`config.mk`:
```
export PLATFORM = sky130hd
export DESIGN_NAME = fir_output_requant_flat
export DESIGN_NICKNAME = d
export VERILOG_FILES = /design/src/rtl/fir_output_requant_if.sv /design/src/rtl/fir_output_requant.sv /design/src/flat_wrapper.sv
export SDC_FILE = /design/constraint.sdc
export NUM_CORES = 1
export LEC_CHECK = 0
export CAP_MARGIN = 5
export CORE_MARGIN = 3
export CORE_UTILIZATION = 55
export DETAILED_ROUTE_END_ITERATION = 6
export PLACE_DENSITY_LB_ADDON = 0.2
export SLEW_MARGIN = 20
export SYNTH_ARGS = -nofsm -noshare
export SYNTH_HDL_FRONTEND = slang
export SYNTH_SLANG_ARGS = --single-unit
```
`constraint.sdc`:
```
create_clock -name clk -period 3.9 [get_ports clk]
set_clock_uncertainty 0.15 [all_clocks]
set_input_delay 1.17 -clock clk [delete_from_list [all_inputs] [get_ports clk]]
set_output_delay 1.17 -clock clk [all_outputs]
set_load 0.1 [all_outputs]
```
`src/rtl/fir_output_requant_if.sv`:
```
// Stream bundle for fir_output_requant: unthrottled wide input strobe plus
// valid/ready requantized output. The slave modport is the requant stage.
interface fir_output_requant_if #(
    parameter int DATA_W = 16,
    parameter int GAIN_W = 4
);
    logic                       valid_in;
    logic [DATA_W+GAIN_W-1:0]   data_in;
    logic                       out_valid;
    logic                       out_ready;
    logic [DATA_W-1:0]          out_data;
    logic                       out_sat;

    modport master (
        output valid_in,
        output data_in,
        input  out_valid,
        output out_ready,
        input  out_data,
        input  out_sat
    );

    modport slave (
        input  valid_in,
        input  data_in,
        output out_valid,
        input  out_ready,
        output out_data,
        output out_sat
    );
endinterface

```
`src/rtl/fir_output_requant.sv`:
```
// Rounds/saturates wide FIR output samples to DATA_W and buffers them in a FIFO
// with a valid/ready read side. Saturation/drop counters exist only with REQUANT_STATS_EN.
module fir_output_requant #(
    parameter int DATA_W     = 16,
    parameter int GAIN_W     = 4,
    parameter int SHIFT      = 4,
    parameter int FIFO_DEPTH = 8
) (
    input  logic                 clk,
    input  logic                 rst_n,
    fir_output_requant_if.slave  bus,
    output logic                 overflow,
    input  logic                 clr_stats,
    output logic [15:0]          sat_count,
    output logic [15:0]          drop_count
);

    localparam int IW = DATA_W + GAIN_W;
    localparam int AW = $clog2(FIFO_DEPTH);
    localparam int CW = AW + 1;
    localparam int HW = IW - DATA_W + 2;

    // Half an LSB of the post-shift result; zero when SHIFT is 0.
    localparam logic signed [IW:0] RND = ((IW+1)'(1) << SHIFT) >> 1;

    logic signed [IW:0]    rnd_sum;
    logic signed [IW:0]    shifted;
    logic [HW-1:0]         hi_bits;
    logic                  q_sat;
    logic [DATA_W-1:0]     q_data;

    logic                  r1_valid;
    logic [DATA_W-1:0]     r1_data;
    logic                  r1_sat;

    logic [DATA_W:0]       mem [FIFO_DEPTH];
    logic [AW-1:0]         wr_ptr;
    logic [AW-1:0]         rd_ptr;
    logic [CW-1:0]         count;
    logic [DATA_W:0]       head;
    logic                  full;
    logic                  pop;
    logic                  wr_en;
    logic                  drop;

    always_comb begin
        rnd_sum = $signed({bus.data_in[IW-1], bus.data_in}) + RND;
        shifted = rnd_sum >>> SHIFT;
        hi_bits = shifted[IW:DATA_W-1];
        // In range only if every bit above the output sign matches it.
        q_sat   = !((&hi_bits) || !(|hi_bits));
        if (q_sat)
            q_data = {shifted[IW], {(DATA_W-1){~shifted[IW]}}};
        else
            q_data = shifted[DATA_W-1:0];
    end

    always_ff @(posedge clk or negedge rst_n) begin
        if (!rst_n) begin
            r1_valid <= 1'b0;
            r1_data  <= '0;
            r1_sat   <= 1'b0;
        end else begin
            r1_valid <= bus.valid_in;
            if (bus.valid_in) begin
                r1_data <= q_data;
                r1_sat  <= q_sat;
            end
        end
    end

    assign full  = (count == CW'(FIFO_DEPTH));
    assign pop   = bus.out_valid && bus.out_ready;
    assign wr_en = r1_valid && (!full || pop);
    assign drop  = r1_valid && !wr_en;

    always_ff @(posedge clk) begin
        if (wr_en)
            mem[wr_ptr] <= {r1_sat, r1_data};
    end

    always_ff @(posedge clk or negedge rst_n) begin
        if (!rst_n) begin
            wr_ptr <= '0;
            rd_ptr <= '0;
            count  <= '0;
        end else begin
            if (wr_en)
                wr_ptr <= wr_ptr + 1'b1;
            if (pop)
                rd_ptr <= rd_ptr + 1'b1;
            case ({wr_en, pop})
                2'b10:   count <= count + 1'b1;
                2'b01:   count <= count - 1'b1;
                default: count <= count;
            endcase
        end
    end

    // Head is masked when empty so stale RAM contents never reach the outputs.
    assign head          = mem[rd_ptr];
    assign bus.out_valid = (count != '0);
    assign bus.out_data  = bus.out_valid ? head[DATA_W-1:0] : '0;
    assign bus.out_sat   = bus.out_valid ? head[DATA_W] : 1'b0;

    always_ff @(posedge clk or negedge rst_n) begin
        if (!rst_n)
            overflow <= 1'b0;
        else if (clr_stats)
            overflow <= 1'b0;
        else if (drop)
            overflow <= 1'b1;
    end

`ifdef REQUANT_STATS_EN
    always_ff @(posedge clk or negedge rst_n) begin
        if (!rst_n) begin
            sat_count  <= '0;
            drop_count <= '0;
        end else if (clr_stats) begin
            sat_count  <= '0;
            drop_count <= '0;
        end else begin
            if (wr_en && r1_sat && (sat_count != 16'hFFFF))
                sat_count <= sat_count + 16'd1;
            if (drop && (drop_count != 16'hFFFF))
                drop_count <= drop_count + 16'd1;
        end
    end
`else
    assign sat_count  = '0;
    assign drop_count = '0;
`endif

endmodule

```
`src/flat_wrapper.sv`:
```
// flat-port wrapper written by rule: the top's interface ports become plain ports
module fir_output_requant_flat 
#(
    parameter int DATA_W     = 16,
    parameter int GAIN_W     = 4,
    parameter int SHIFT      = 4,
    parameter int FIFO_DEPTH = 8
)
  (clk, rst_n, overflow, clr_stats, sat_count, drop_count, bus_valid_in, bus_data_in, bus_out_valid, bus_out_ready, bus_out_data, bus_out_sat);
  fir_output_requant_if #(.DATA_W(DATA_W), .GAIN_W(GAIN_W)) bus_i ();
  input  logic clk;
  input  logic rst_n;
  output logic overflow;
  input  logic clr_stats;
  output logic [15:0] sat_count;
  output logic [15:0] drop_count;
  input wire logic [$bits(bus_i.valid_in)-1:0] bus_valid_in;
  input wire logic [$bits(bus_i.data_in)-1:0] bus_data_in;
  output wire logic [$bits(bus_i.out_valid)-1:0] bus_out_valid;
  input wire logic [$bits(bus_i.out_ready)-1:0] bus_out_ready;
  output wire logic [$bits(bus_i.out_data)-1:0] bus_out_data;
  output wire logic [$bits(bus_i.out_sat)-1:0] bus_out_sat;
  assign bus_i.valid_in = bus_valid_in;
  assign bus_i.data_in = bus_data_in;
  assign bus_out_valid = bus_i.out_valid;
  assign bus_i.out_ready = bus_out_ready;
  assign bus_out_data = bus_i.out_data;
  assign bus_out_sat = bus_i.out_sat;
  fir_output_requant #(.DATA_W(DATA_W), .GAIN_W(GAIN_W), .SHIFT(SHIFT), .FIFO_DEPTH(FIFO_DEPTH)) u_core (.clk(clk), .rst_n(rst_n), .bus(bus_i), .overflow(overflow), .clr_stats(clr_stats), .sat_count(sat_count), .drop_count(drop_count));
endmodule
```
==> results.cfg, run 1 <==
[min_path]
min_path_type = register to register
min_from = u_core.rd_ptr[2]$_DFFE_PN0N_
min_path_cells = 1

[synthesis]
yosys_warnings = 0
synth_seq_cells = 165
muxShareOfSynthArea_pct = 14.3
netlist_instances = 432
synth_top_family_by_area = multiplexers
synth-simple-area-share_pct = 7.12
synth-main-ff-cell = edfxtp_1
seq_area_frac_synth_pct = 67.8
async_reset_ff_share_pct = 17.6
synthAdderAreaFrac_pct = 1.16
ys_types = 42
synth-edff-count = 136
syn_area_sq_um = 7100
synth_compound_gate_area_share_pct = 2.05
syn_area_per_cell_sq_um = 16.4
synth_xor_area_share_pct = 2.47

[placement]
place_congestion = 0.885
dp_hpwl_um = 8260
port_buffers = 40
post_dp_cell_area_sq_um = 7910

[routing]
postRouteWirelength_um = 12600
post_drt_wl_per_cell_um = 18.6
drt_iter0_drc = 302
num_vias = 3760
firstDrtPassIters = 5
drt.antenna.violating_nets = 0
via_per_inst = 5.55
drc = 0

[global_route]
overflow = 0
antenna_found_initial = 0
grt_start_max_net_pins = 37
grt_use_total_pct = 18.4
grt_pass1_wl_um = 19700
first_global_vias = 3663

[die]
die-width_um = 120
dieArea_sq_um = 14300
row_count = 40
pin_count = 76
fp.dieH_um = 120
core_sq_um = 12300
start_util_pct = 57.6

[clocking]
postCtsSetupBuffers = 0
cts_htree_levels = 4
cts_resized = 0
clkTransAtPathRegs_ns = 0.06
clk_path_buf_depth = 2
cts_tree = yes
clock_latency_ns = 0.41
root_buffer = clkbuf_16
clock_sink_count = 165
cts_hold_repair.buffers = 0
cts_buffers = 17

[timing]
slew_headroom_pct = 54.7
worst_pin_slew_ns = 0.677
final_hold_viol_count = 0
rsz0062_at_grt = false
slew_violations = 0
fin_setup_tns_ns = 0
setup_violations = 0
whs_ns = 0.319
max_freq_ghz = 0.277
fin_crit_ns = 3.61
fin_crit_sh_pct = 92.6

[power]
ir_drop_uv = 386
power_mw = 7.59
power_leakage_nw = 3.10
powerDensity_nw_per_um2 = 896

[final_layout]
drive_above_1_share_pct = 25.3
layout_common_cells = edfxtp_1, mux4_2, conb_1, nor2_1, dfrtp_1
fin_area_sq_um = 8480
antenna_cells = 0
fin_util_pct = 68.9
fin_nets = 527
areaGrowthSynthToFinish_pct = 19.5
final_common_cell = edfxtp_1

[critical_path]
reg2reg_from = u_core.count[2]$_DFFE_PN0P_
worstSetupPathType = register to output pin
crit_path_top_delay_cell = dfrtp_2
path_cells = buf_4 -> mux4_2 -> mux2i_1 -> nor2_2 -> buf_12
crit_path_end_kind = output pin
crit_path_start_kind = register
cp.arrival_ns = 2.29
cp_max_fo = 11
slowest_delay_ns = 0.60
reg2reg_depth = 10
critPathLaunch = u_core.rd_ptr[0]$_DFFE_PN0N_
cp.required_ns = 2.58

[run_status]
status = finished, final reports clean

[job]
max_cap_violations = 0
[flip-flops by register name (all words and copies together), names as in the netlist]
| signal | cells |
|---|---|
| u_core.r1_valid | 1 |
| u_core.wr_ptr | 3 |
| u_core.r1_sat | 1 |
| u_core.rd_ptr | 3 |
| u_core.count | 4 |
| u_core.r1_data | 16 |
| u_core.overflow | 1 |
| u_core.mem | 136 |
[metal layers]
metal / track usage, % / up-vias / part of all wire (%)
met5: 0 / - / 0
met3: 4.67 / 17 / 4.6
li1: - / 1716 / -
met4: 6.59 / 0 / 1.7
met1: 24.3 / 1903 / 44
met2: 30.0 / 124 / 50
[area by class of cell]
| cell class | count | area [sq um] |
|---|---|---|
| sequential | 165 | 4810 |
| inverter | 10 | 37.5 |
| clock inverter | 10 | 108 |
| clock buffer | 22 | 464 |
| fill | 821 | 3830 |
| tap | 168 | 210 |
| multi-input combinational | 237 | 2080 |
| timing repair buffer | 65 | 766 |
[per-stage QoR]
stage,cells,setup slack [ns]
after CTS,677,0.222
after global routing,677,0.104
after floorplan,463,0.0600
final,677,0.288
after detailed placement,645,0.462
after global placement,645,0.574
[worst max-delay path, delay by kind of cell (launching register included)]
| family | cells | cell delay (ns) |
|---|---|---|
| buf+inv | 2 | 0.45 |
| simple gates | 1 | 0.08 |
| mux | 2 | 0.75 |
| flops | 1 | 0.60 |
[synthesized netlist by cell type, types with 4 or more instances]
cell,number,area (sq um)
mux2_2,5,56.3
buf_2,5,25.0
buf_4,34,255
mux2i_1,19,190
nand2b_1,4,25.0
ha_1,5,62.6
edfxtp_1,136,4080
nand3_1,8,40.0
nor3_1,8,40.0
a21oi_1,4,20.0
mux4_2,34,766
and4_1,4,35.0
nor2_1,39,146
clkbuf_1,11,41.3
xnor2_1,9,78.8
and3_1,9,56.3
nand2_1,15,56.3
inv_1,9,33.8
dfrtp_1,29,726
o22ai_1,6,37.5
xor2_1,11,96.3
[power breakdown]
group / total (mW) / leakage (nW) / internal (mW) / switching, mW
Combinational: 3.59 / 1.25 / 1.33 / 2.25
Clock: 1.59 / 0.276 / 0.970 / 0.619
Sequential: 2.41 / 1.57 / 2.23 / 0.186
[path summary, 6_finish.rpt]
kind                                                end  slack (ns)
setup / recovery                       bus_out_data[14]        0.29
hold / removal             u_core.rd_ptr[2]$_DFFE_PN0N_        0.32
setup reg to reg            u_core.count[3]$_DFFE_PN0P_        1.30
hold reg to reg            u_core.rd_ptr[2]$_DFFE_PN0N_        0.32
max in group asynchronous  u_core.rd_ptr[0]$_DFFE_PN0N_        2.33
min in group asynchronous   u_core.count[1]$_DFFE_PN0P_        0.99
[cell families (layout without fill, tap and decap cells)]
| group | Yosys count | in the layout |
|---|---|---|
| DFF | 165 | 165 |
| and+or+nand+nor | 99 | 99 |
| buffers and inverters | 61 | 107 |
| muxes | 58 | 58 |
| AOI/OAI and AO/OA | 22 | 22 |
| xor gates and xnor gates | 20 | 20 |
| adders and majority gates | 6 | 6 |
| other | 1 | 32 |
Power figures use the tool's default switching activity.
==> run 2, diff against run 1 <==
ABC_AREA = 1   (was default)
TNS_END_PERCENT = 10   (was default)
==> run 2 against run 1 <==
  * Highest routed layer unchanged
  * Die area rose by 5.3%
  * Register-to-register slack got worse by 0.25 ns
  * Combinational power grew 15%
  * Synthesized cell count is 66% higher
  * First-iteration DRC count grew 80%
  * Worst hold slack better by 0.056 ns
  * Via count grew 35%
  * Non-clock buffer count fell by 6
  * Global-route usage up 3.5 points
  * Sequential power is 3% lower
  * Clock-buffer cell count grew 4
==> results.cfg, run 2 <==
[run_status]
status = finished, final reports clean

[power]
clockPowerShare_pct = 19.1
powerDensity_nw_per_um2 = 905
power_leakage_nw = 3.41
switching_power_mw = 3.57
combPwrFrac_pct = 51.7
ir_drop_uv = 678
p_int_mw = 4.44
power_frac_seq_pct = 29.2
swShare_pct = 44.6

[global_route]
grt_use_total_pct = 21.9
first_global_vias = 4871
overflow = 0
grt_pass1_wl_um = 24600
grt_start_max_net_pins = 70
antenna_found_initial = 0

[synthesis]
ys_types = 32
synth_compound_gate_area_share_pct = 8.77
synth_area_leaders = edfxtp_1, dfrtp_1, nor2_1, o21ai_0, nand2_1
seq_area_frac_synth_pct = 64.2
synth_top_area_cell = edfxtp_1
synth_top_area_share_pct = 54.5
synth_top_family_by_area = simple AND/OR/NAND/NOR gates
muxShareOfSynthArea_pct = 0
syn_area_sq_um = 7490
syn_area_per_cell_sq_um = 10.5
synth_xor_area_share_pct = 1.40
yosys_warnings = 0
synth-main-ff-cell = edfxtp_1
synthAdderAreaFrac_pct = 1.10
netlist_instances = 715
synth_seq_cells = 165
async_reset_ff_share_pct = 17.6
synth_common_cells = nor2_1, edfxtp_1, nand2_1, o21ai_0, buf_4
yosysMostFrequentCell = nor2_1
synth-simple-area-share_pct = 17.4
synth-edff-count = 136

[min_path]
min_from = u_core.overflow$_DFFE_PN0P_
holdPathEnd = u_core.overflow$_DFFE_PN0P_
min_path_cells = 2
min_path_type = register to register

[final_layout]
largest_register = u_core.mem
largest_reg_flops = 136
fin_util_pct = 66.5
areaGrowthSynthToFinish_pct = 18.0
antenna_cells = 0
layout_common_cells = nor2_1, edfxtp_1, nand2_1, o21ai_0, conb_1
largest_registers = u_core.mem: 136 flops, u_core.r1_data: 16 flops, u_core.count: 4 flops
drive_above_1_share_pct = 11.5
fin_nets = 791
final_common_cell = nor2_1

[clocking]
postCtsSetupBuffers = 0
clock_sink_count = 165
clk_path_buf_depth = 2
root_buffer = clkbuf_16
clock_latency_ns = 0.42
clkTransAtPathRegs_ns = 0.06
cts_buffers = 17
cts_htree_levels = 4
cts_tree = yes

[die]
row_count = 42
dieArea_sq_um = 15100
core_sq_um = 13300
die-width_um = 123
fp.dieH_um = 123
pin_count = 76
start_util_pct = 56.3

[placement]
dp_hpwl_um = 9560
place_congestion = 0.818
port_buffers = 40
post-place-ws_ns = 0.601

[routing]
firstDrtPassIters = 5
postRouteWirelength_um = 15600
drt_iter0_drc = 545
drc = 0
num_vias = 5087
drt.antenna.violating_nets = 0
post_drt_wl_per_cell_um = 16.4
via_per_inst = 5.36

[timing]
rsz0062_at_grt = false
setup_violations = 0
slew_headroom_pct = 60.1
fin_setup_tns_ns = 0
fin_crit_sh_pct = 94.3
max_freq_ghz = 0.272
final_hold_viol_count = 0
fin_crit_ns = 3.68
worst_pin_slew_ns = 0.598
slew_violations = 0
setup_ws_ns = 0.221

[critical_path]
worstSetupPathType = register to output pin
crit_path_end_kind = output pin
crit_path_start_kind = register
cp.required_ns = 2.58
cp_max_fo = 35
reg2reg_depth = 13
rrSetupSlack_ns = 1.05
cp.arrival_ns = 2.36
reg2reg_from = u_core.count[0]$_DFFE_PN0P_
worstReg2RegEnd = u_core.count[3]$_DFFE_PN0P_

[job]
max_cap_violations = 0
## run 2: cell types whose count changed in the layout (fill, tap and decap cells not counted), sizes merged, moves of 16 or more
cell,delta
mux4,-34
nand3,+23
mux2i,-19
nand2,+106
o21ai,+105
inv,+16
nor2,+106
## run 2: worst max-delay path, cell delays in order, from the launching register on
cell and delay [ns]:
dfrtp_2 0.41, clkinvlp_4 0.24, buf_12 0.25, buf_4 0.18
o21ai_0 0.17, o21ai_0 0.11, o21ai_0 0.31, a31oi_4 0.07
buf_12 0.19
## run 2: repair_timing
item	in CTS	in global routing
resized for setup	0	1
hold buffers	0	0
setup endpoints to repair	0	2
## run 2: kinds of logic (layout without fill, tap and decap cells)
logic type	after synthesis	count (layout)
DFF	165	165
buffers and inverters	93	120
and+or+nand+nor	311	311
AOI/OAI and AO/OA	127	127
other	1	32
adders and majority gates	6	6
xor gates and xnor gates	12	12
## run 2: worst max-delay path by stage
stage	startpoint	to	slack [ns]	cells after the start
floorplan	u_core.rd_ptr[0]$_DFFE_PN0N_	bus_out_data[15]	-0.19	7
global placement	bus_out_ready	u_core.count[3]$_DFFE_PN0P_	0.62	13
detailed placement	u_core.rd_ptr[0]$_DFFE_PN0N_	bus_out_data[9]	0.60	8
CTS	u_core.rd_ptr[0]$_DFFE_PN0N_	bus_out_data[12]	0.10	8
global route	u_core.rd_ptr[0]$_DFFE_PN0N_	bus_out_data[12]	0.03	8
finish	u_core.rd_ptr[0]$_DFFE_PN0N_	bus_out_data[12]	0.22	8
## run 2: metrics by stage
step	power (mW)	area (sq um)	cells	hold slack, ns
5_1_grt	8.37	8840	949	0.395
4_1_cts	8.05	8840	949	0.375
6_report	8.00	8840	949	0.375
3_5_place_dp	6.52	8300	917	0.365
2_1_floorplan	5.17	7750	746	0.334
3_3_place_gp	6.45	8300	917	0.352
## run 2: per-layer routing
metal	vias to the layer above	track usage, %	part of all wire, %
li1	2476	-	-
met1	2429	28.0	42
met2	158	36.6	50
met3	24	5.07	5.6
met4	0	7.98	1.9
met5	-	0	0
## run 2: cell type report
cell class / instances / area (sq um)
Clock buffer: 26 / 489
Fill cell: 999 / 4450
Multi-Input combinational cell: 488 / 2410
Timing Repair Buffer: 59 / 746
Tap cell: 176 / 220
Sequential cell: 165 / 4810
Clock inverter: 6 / 52.6
Inverter: 29 / 113
## run 2: power groups by stage
stage               Combinational [mW]  Clock, mW  Sequential [mW]
floorplan                         2.84          0             2.33
global placement                  4.10          0             2.35
detailed placement                4.15          0             2.37
CTS                               4.17       1.55             2.33
global route                      4.39       1.63             2.36
finish                            4.13       1.53             2.34
==> run 3, diff against run 2 <==
CORE_MARGIN = 2   (was 3)
==> run 3 against run 2 <==
  * Final cell count up 0.21%
  * Largest cell class unchanged
  * Worst hold slack hardly changed
  * Global-route usage rose by 1.4 points
  * Utilization grew 1.6 points
  * Cell area rose by 2.3%
  * Die area shrank 3.2%
==> results.cfg, run 3 (synthesis gave the netlist of run 2 again) <==
[die]
dieArea_sq_um = 14600
start_util_pct = 56.3
row_count = 42
die-width_um = 121
fp.dieH_um = 121
core_sq_um = 13300
pin_count = 76

[routing]
drt_iter0_drc = 499
firstDrtPassIters = 5
via_per_inst = 5.46
post_drt_wl_per_cell_um = 16.9
drt.antenna.violating_nets = 0
drc = 0
postRouteWirelength_um = 16000
num_vias = 5195

[placement]
port_buffers = 40
place_congestion = 0.813
dp_hpwl_um = 9910

[clocking]
clk_path_buf_depth = 2
cts_buffers = 17
clock_sink_count = 165
postCtsSetupBuffers = 0
cts_tree = yes
cts_hold_repair.buffers = 0
clkTransAtPathRegs_ns = 0.06
cts_htree_levels = 4
cts_resized = 0
root_buffer = clkbuf_16
clock_latency_ns = 0.42

[min_path]
min_path_type = register to register

[timing]
max_freq_ghz = 0.270
whs_ns = 0.376
setup_violations = 0
worst_pin_slew_ns = 0.554
slew_headroom_pct = 63.1
final_hold_viol_count = 0
slew_violations = 0
fin_setup_tns_ns = 0
fin_crit_ns = 3.71
fin_crit_sh_pct = 95.0

[final_layout]
areaGrowthSynthToFinish_pct = 20.8
fin_nets = 793
drive_above_1_share_pct = 12.6
antenna_cells = 0
largest_register = u_core.mem
largest_registers = u_core.mem: 136 flops, u_core.r1_data: 16 flops, u_core.count: 4 flops
layout_common_cells = nor2_1, edfxtp_1, nand2_1, o21ai_0, conb_1
largest_reg_flops = 136
final_common_cell = nor2_1

[power]
powerDensity_nw_per_um2 = 950
ir_drop_uv = 626
power_leakage_nw = 3.50

[critical_path]
cp.required_ns = 2.58
crit_path_start_kind = register
cp.arrival_ns = 2.39
crit_path_end_kind = output pin
cp_max_fo = 19
worstSetupPathType = register to output pin

[global_route]
antenna_found_initial = 0
overflow = 0
grt_start_max_net_pins = 70
grt_use_total_pct = 23.3
grt_pass1_wl_um = 25700
first_global_vias = 5082

[job]
max_cap_violations = 0

[run_status]
status = finished, final reports clean
-- run 3: cell types whose count changed in the layout (fill, tap and decap cells not counted) --
cell / change
bufinv_16: +8
clkbuf_1: -5
buf_4: +3
clkinv_2: -3
buf_12: -2
clkinv_1: -2
o21ai_0: -2
o21ai_1: +2
clkinv_4: +1
clkinvlp_4: +1
inv_6: +1
-- run 3: routing by layer --
metal | vias up | wire, um | track usage (%)
li1 | 2481 | - | -
met1 | 2521 | 6890 | 30.2
met2 | 168 | 7980 | 39.3
met3 | 25 | 829 | 4.10
met4 | 0 | 327 | 8.94
met5 | - | 0 | 0
-- run 3: worst paths after layout --
| kind | startpoint | cells past startpoint | slack (ns) | to |
|---|---|---|---|---|
| max | u_core.rd_ptr[0]$_DFFE_PN0N_ | 7 | 0.19 | bus_out_data[6] |
| min | u_core.count[0]$_DFFE_PN0P_ | 1 | 0.38 | u_core.count[0]$_DFFE_PN0P_ |
| max reg2reg | u_core.count[0]$_DFFE_PN0P_ | 13 | 1.01 | u_core.count[3]$_DFFE_PN0P_ |
| min reg2reg | u_core.count[0]$_DFFE_PN0P_ | 1 | 0.38 | u_core.count[0]$_DFFE_PN0P_ |
| max in group asynchronous | rst_n | 2 | 2.17 | u_core.r1_data[12]$_DFFE_PN0P_ |
| min in group asynchronous | rst_n | 1 | 0.81 | u_core.count[3]$_DFFE_PN0P_ |
-- run 3: worst max-delay path: stages, from the launching register on --
cell        delay, ns
dfrtp_2          0.40
clkinvlp_4       0.33
buf_4            0.33
o21ai_0          0.21
o21ai_0          0.13
o21ai_1          0.28
a31oi_4          0.07
buf_12           0.19
-- run 3: area by class of cell --
class / count / area, sq um
clock buffers: 20 / 457
clock inverters: 12 / 295
inverters: 29 / 113
multi-input cells: 488 / 2410
well taps: 176 / 220
fillers: 952 / 4250
repair buffers: 61 / 742
flip-flops and latches: 165 / 4810
-- run 3: report_power, final --
group          total, mW  switching (mW)  leakage (nW)  internal [mW]
clock network       2.09           0.655         0.361           1.43
logic               4.17            2.87          1.56           1.30
registers           2.34           0.127          1.58           2.21
-- run 3: per-stage QoR --
| stage | utilization (%) | power [mW] | std cells | setup slack (ns) | cell area (sq um) |
|---|---|---|---|---|---|
| 2_1_floorplan | - | 5.17 | 746 | -0.187 | 7750 |
| 3_3_place_gp | 62.3 | 6.43 | 919 | 0.527 | 8290 |
| 3_5_place_dp | 62.3 | 6.52 | 919 | 0.490 | 8290 |
| 4_1_cts | 68.0 | 8.62 | 951 | 0.0227 | 9040 |
| 5_1_grt | 68.1 | 8.93 | 951 | -0.00229 | 9050 |
| 6_report | 68.1 | 8.59 | 951 | 0.193 | 9050 |
